$ cat src/rtl/cpu_pkg.sv
// Shared types for the 8-bit basic processor: opcodes, sequencer states, control word.
// SEQUENCER_HALT_EN adds the HALT state for undefined opcodes.
package cpu_pkg;

    localparam int unsigned OP_W   = 3;
    localparam int unsigned WORD_W = 8;

    typedef enum logic [2:0] {
        OP_LOAD  = 3'b000,
        OP_STORE = 3'b001,
        OP_ADD   = 3'b010,
        OP_SUB   = 3'b011,
        OP_BNE   = 3'b100
    } opcode_t;

    typedef enum logic [2:0] {
        S_FETCH0,
        S_FETCH1,
        S_FETCH2,
        S_DECODE,
        S_EXEC0,
        S_EXEC1
`ifdef SEQUENCER_HALT_EN
        , S_HALT
`endif
    } state_t;

    // One bit per control line driven by the sequencer.
    typedef struct packed {
        logic acc_bus;
        logic load_acc;
        logic pc_bus;
        logic load_pc;
        logic inc_pc;
        logic load_ir;
        logic load_mar;
        logic mdr_bus;
        logic load_mdr;
        logic alu_acc;
        logic alu_add;
        logic alu_sub;
        logic addr_bus;
        logic cs;
        logic r_nw;
        logic halted;
    } ctrl_t;

endpackage

$ cat src/rtl/sequencer.sv
// Moore control sequencer: fetch / decode / execute for the 8-bit basic processor.
// Build with SEQUENCER_HALT_EN to trap undefined opcodes in HALT instead of skipping them.
module sequencer
    import cpu_pkg::*;
#(
    parameter int unsigned OP_W = cpu_pkg::OP_W
) (
    input  logic            clock,
    input  logic            n_reset,
    input  logic [OP_W-1:0] op,
    input  logic            z_flag,
    output logic            ACC_bus,
    output logic            load_ACC,
    output logic            PC_bus,
    output logic            load_PC,
    output logic            INC_PC,
    output logic            load_IR,
    output logic            load_MAR,
    output logic            MDR_bus,
    output logic            load_MDR,
    output logic            ALU_ACC,
    output logic            ALU_add,
    output logic            ALU_sub,
    output logic            Addr_bus,
    output logic            CS,
    output logic            R_NW,
    output logic            halted
);

    state_t state_q, state_d;
    ctrl_t  ctrl_c;

    always_ff @(posedge clock or negedge n_reset) begin
        if (!n_reset) state_q <= S_FETCH0;
        else          state_q <= state_d;
    end

    // Next-state: opcode only matters once the IR is valid, from DECODE onward.
    always_comb begin
        state_d = state_q;
        case (state_q)
            S_FETCH0: state_d = S_FETCH1;
            S_FETCH1: state_d = S_FETCH2;
            S_FETCH2: state_d = S_DECODE;
            S_DECODE: begin
                case (op)
                    OP_W'(OP_LOAD), OP_W'(OP_STORE),
                    OP_W'(OP_ADD),  OP_W'(OP_SUB):  state_d = S_EXEC0;
                    OP_W'(OP_BNE):                  state_d = S_FETCH0;
`ifdef SEQUENCER_HALT_EN
                    default:                        state_d = S_HALT;
`else
                    default:                        state_d = S_FETCH0;
`endif
                endcase
            end
            S_EXEC0: state_d = S_EXEC1;
            S_EXEC1: state_d = S_FETCH0;
`ifdef SEQUENCER_HALT_EN
            S_HALT:  state_d = S_HALT;
`endif
            default: state_d = S_FETCH0;
        endcase
    end

    // Output decode; reset overrides everything, including the idle-high R_NW.
    always_comb begin
        ctrl_c      = '0;
        ctrl_c.r_nw = 1'b1;
        case (state_q)
            S_FETCH0: begin
                ctrl_c.pc_bus   = 1'b1;
                ctrl_c.load_mar = 1'b1;
                ctrl_c.inc_pc   = 1'b1;
                ctrl_c.load_pc  = 1'b1;
            end
            S_FETCH1: ctrl_c.cs = 1'b1;
            S_FETCH2: begin
                ctrl_c.mdr_bus = 1'b1;
                ctrl_c.load_ir = 1'b1;
            end
            S_DECODE: begin
                case (op)
                    OP_W'(OP_BNE): begin
                        if (!z_flag) begin
                            ctrl_c.addr_bus = 1'b1;
                            ctrl_c.load_pc  = 1'b1;
                        end
                    end
                    OP_W'(OP_LOAD), OP_W'(OP_STORE),
                    OP_W'(OP_ADD),  OP_W'(OP_SUB): begin
                        ctrl_c.addr_bus = 1'b1;
                        ctrl_c.load_mar = 1'b1;
                    end
                    default: ;
                endcase
            end
            S_EXEC0: begin
                if (op == OP_W'(OP_STORE)) begin
                    ctrl_c.acc_bus  = 1'b1;
                    ctrl_c.load_mdr = 1'b1;
                end else begin
                    ctrl_c.cs = 1'b1;
                end
            end
            S_EXEC1: begin
                case (op)
                    OP_W'(OP_STORE): begin
                        ctrl_c.cs   = 1'b1;
                        ctrl_c.r_nw = 1'b0;
                    end
                    OP_W'(OP_LOAD), OP_W'(OP_ADD), OP_W'(OP_SUB): begin
                        ctrl_c.mdr_bus  = 1'b1;
                        ctrl_c.alu_acc  = 1'b1;
                        ctrl_c.load_acc = 1'b1;
                        ctrl_c.alu_add  = (op == OP_W'(OP_ADD));
                        ctrl_c.alu_sub  = (op == OP_W'(OP_SUB));
                    end
                    default: ;
                endcase
            end
`ifdef SEQUENCER_HALT_EN
            S_HALT: ctrl_c.halted = 1'b1;
`endif
            default: ;
        endcase
        if (!n_reset) ctrl_c = '0;
    end

    assign ACC_bus  = ctrl_c.acc_bus;
    assign load_ACC = ctrl_c.load_acc;
    assign PC_bus   = ctrl_c.pc_bus;
    assign load_PC  = ctrl_c.load_pc;
    assign INC_PC   = ctrl_c.inc_pc;
    assign load_IR  = ctrl_c.load_ir;
    assign load_MAR = ctrl_c.load_mar;
    assign MDR_bus  = ctrl_c.mdr_bus;
    assign load_MDR = ctrl_c.load_mdr;
    assign ALU_ACC  = ctrl_c.alu_acc;
    assign ALU_add  = ctrl_c.alu_add;
    assign ALU_sub  = ctrl_c.alu_sub;
    assign Addr_bus = ctrl_c.addr_bus;
    assign CS       = ctrl_c.cs;
    assign R_NW     = ctrl_c.r_nw;
    assign halted   = ctrl_c.halted;

endmodule

$ cat config.mk
export PLATFORM = sky130hd
export DESIGN_NAME = sequencer
export DESIGN_NICKNAME = d
export VERILOG_FILES = /design/src/rtl/cpu_pkg.sv /design/src/rtl/sequencer.sv
export SDC_FILE = /design/constraint.sdc
export NUM_CORES = 1
export LEC_CHECK = 0
export ABC_AREA = 1
export CAP_MARGIN = 20
export CORE_AREA = 2 2 39 41
export DETAILED_ROUTE_END_ITERATION = 7
export DIE_AREA = 0 0 41 43
export SETUP_SLACK_MARGIN = 0.1
export SYNTH_ARGS = -nofsm -noshare
export SYNTH_HDL_FRONTEND = slang
export SYNTH_SLANG_ARGS = --single-unit
$ cat constraint.sdc
create_clock -name clock -period 1.25 [get_ports clock]
set_input_delay 0.25 -clock clock [delete_from_list [all_inputs] [get_ports clock]]
set_output_delay 0.25 -clock clock [all_outputs]
set_load 0.02 [all_outputs]
==> run summary <==
Max rail drop VDD: 0.00117 V
Most frequent cells in the layout: 20 x buf_4, 16 x buf_6, 7 x nor2_4
Initial antenna violation count: 0
Top flop regs: state_q (3)
Routed Antenna Nets: 0
Period utilization: 1.25
Register Area: 78.8 um2
Synth Area per Inst: 6.26 um2
CTS H-tree lvls: 1
Final-report hold violation count: 0
Die Span Y: 43 um
DRT Pass-1 Iters: 4
Final Power: 1630 uW
Worst skew pair latency: 0.23 ns
R2R depth: 5
RSZ-0062 raised after global routing: yes
Cell area after synthesis: 332 um2
Nets: 102
Global-route wire length before repair: 1830 um
Cell variety after synth: 16
Area of the die: 1760 um2
Root buffer cell: clkbuf_4
Hold Buf Count CTS: 0
Worst Path Buf+Inv: 2
Reg2reg setup slack: 0.17 ns
CTS Buffer Depth: 2
Row count: 14
Mapped Cells: 53
Max FFs per register: 3
WP data arrival: 1.31 ns
Worst hold path class: in -> async
Reg2Reg Capture Point: state_q[2]
Placer Congestion: 0.741
Port Buffers: 20
Final wirelength: 1300 um
Clock sink count: 3
Static leakage: 0.000429 uW
Setup Skew: 0.00226 ns
Flops & latches, synth: 3
Post-place instance area: 629 um2
Fmax: 640 MHz
Crit path kind: reg -> out
Type of origin of the critical path: flip-flop
Die width: 41 um
DRC Markers: 0
Final Setup Violations: 15
Power per cell area: 1810 nW/um2
Inserted Diodes: 0
Yosys warns: 0
Biggest register: state_q
Slowest cell delay on critical path: 0.41 ns
Design Area, Final: 901 um2
CTS buffer count: 3
Status: complete, but fails checks
Largest net degree at the start of global routing: 8
P&R area growth vs syn: 172%
Core area: 1380 um2
WHS: 0.0434 ns
R2r startpoint: state_q[0]
All-Layer GR Usage: 0.157
Detailed Place HPWL: 708 um
Net Count, Synth: 59
Peak fanout along the critical path: 4
Worst path cell trace: buf_4, nand2_2, nor2_4, nand3_2, nand2_1, buf_6
Clk pin slew, worst setup/hold paths: 0.04 ns
Min Tclk post-route: 1.56 ns
Layout cells sized above 1: 0.789
Initial DRC Count: 4
GRT overflow: 0
Number of global-route vias before repair: 445
I/O pin cnt: 22
Max-cap check violation count: 0
CP top delay family: simple AND/OR/NAND/NOR gates
CP max stage cell: dfrtp_2
CTS tree: built
Fill cells: 118
Critical Path RT: 1.00 ns
PnR worst setup slack: -0.312 ns
Max Transition Viols Final: 0
CP Capture Type: primary output
DR WL/cell: 11.7 um
Failing checks: negative setup slack
Via count: 499
Starting Density: 0.240
Commonest non-fill, non-tap cell in the layout: buf_4
Area of the multi-input gates: 343 um2
Post-synthesis sequential area ratio: 0.226
DR vias/cell: 4.50
Yosys cell counts:
cell type | n | area, um2
nand3_1 | 7 | 35.0
dfrtp_1 | 3 | 75.1
inv_1 | 6 | 22.5
nor2_1 | 9 | 33.8
o22ai_2 | 1 | 12.5
nor3b_2 | 1 | 12.5
nand2_1 | 12 | 45.0
a21oi_1 | 2 | 10.0
buf_4 | 4 | 30.0
nor3_1 | 1 | 5.00
inv_2 | 1 | 3.75
conb_1 | 1 | 3.75
nor2_2 | 1 | 6.26
nor3_2 | 2 | 20.0
clkinv_2 | 1 | 5.00
nand2_4 | 1 | 11.3
layer usage:
layer | track usage | wire length (um) | vias up
li1 | - | - | 246
met1 | 0.148 | 426 | 232
met5 | 0 | 0 | -
met3 | 0.0524 | 62 | 4
met2 | 0.238 | 766 | 17
met4 | 0.160 | 41 | 0
worst register-to-register path: stages, from the launching register on:
cell	delay (ns)
dfrtp_2	0.44
nor2_4	0.15
nand2_2	0.09
buf_4	0.15
buf_4	0.12
nand2_1	0.06
where the power goes:
part | internal (uW) | switching [uW]
sequential | 157 | 90.3
combinational | 606 | 605
clock | 119 | 47.9
total | 883 | 744
worst max-delay path by stage:
stage / startpoint / to / cells after the start
floorplan: state_q[0] / load_MDR / 4
global placement: op[1] / CS / 6
detailed placement: op[1] / CS / 7
CTS: state_q[1] / CS / 5
global route: state_q[0] / Addr_bus / 6
finish: state_q[0] / Addr_bus / 6
area by class of cell:
type                    count  share of cell area
clock buffers               4              0.0292
multi-input cells          38               0.381
repair buffers             42               0.439
well taps                  16              0.0222
inverters                   8              0.0417
flip-flops and latches      3              0.0875
cell families (layout without fill, tap and decap cells):
logic type,Yosys count,after routing,synth area share
flip-flops,3,3,0.226
AND/OR/NAND/NOR,34,34,0.509
other,1,1,0.0113
AO/OA/AOI/OAI,3,3,0.0679
buffers and inverters,12,54,0.185
repair_timing:
| item | in CTS | in global routing |
|---|---|---|
| pin swaps | 7 | 11 |
| endpoints found under the setup margin | 15 | 15 |
| gates resized for setup | 110 | 16 |
| buffers inserted | 10 | 5 |
stage by stage:
| stage | utilization | cells | worst slack, ns | setup TNS (ns) |
|---|---|---|---|---|
| floorplan | - | 53 | -0.127 | -0.127 |
| CTS | 0.577 | 106 | -0.294 | -3.19 |
| global placement | 0.455 | 92 | -0.867 | -11.78 |
| detailed placement | 0.455 | 92 | -0.888 | -11.93 |
| finish | 0.651 | 111 | -0.312 | -3.76 |
| global route | 0.651 | 111 | -0.385 | -4.67 |
(Power assumes the default switching activity.)
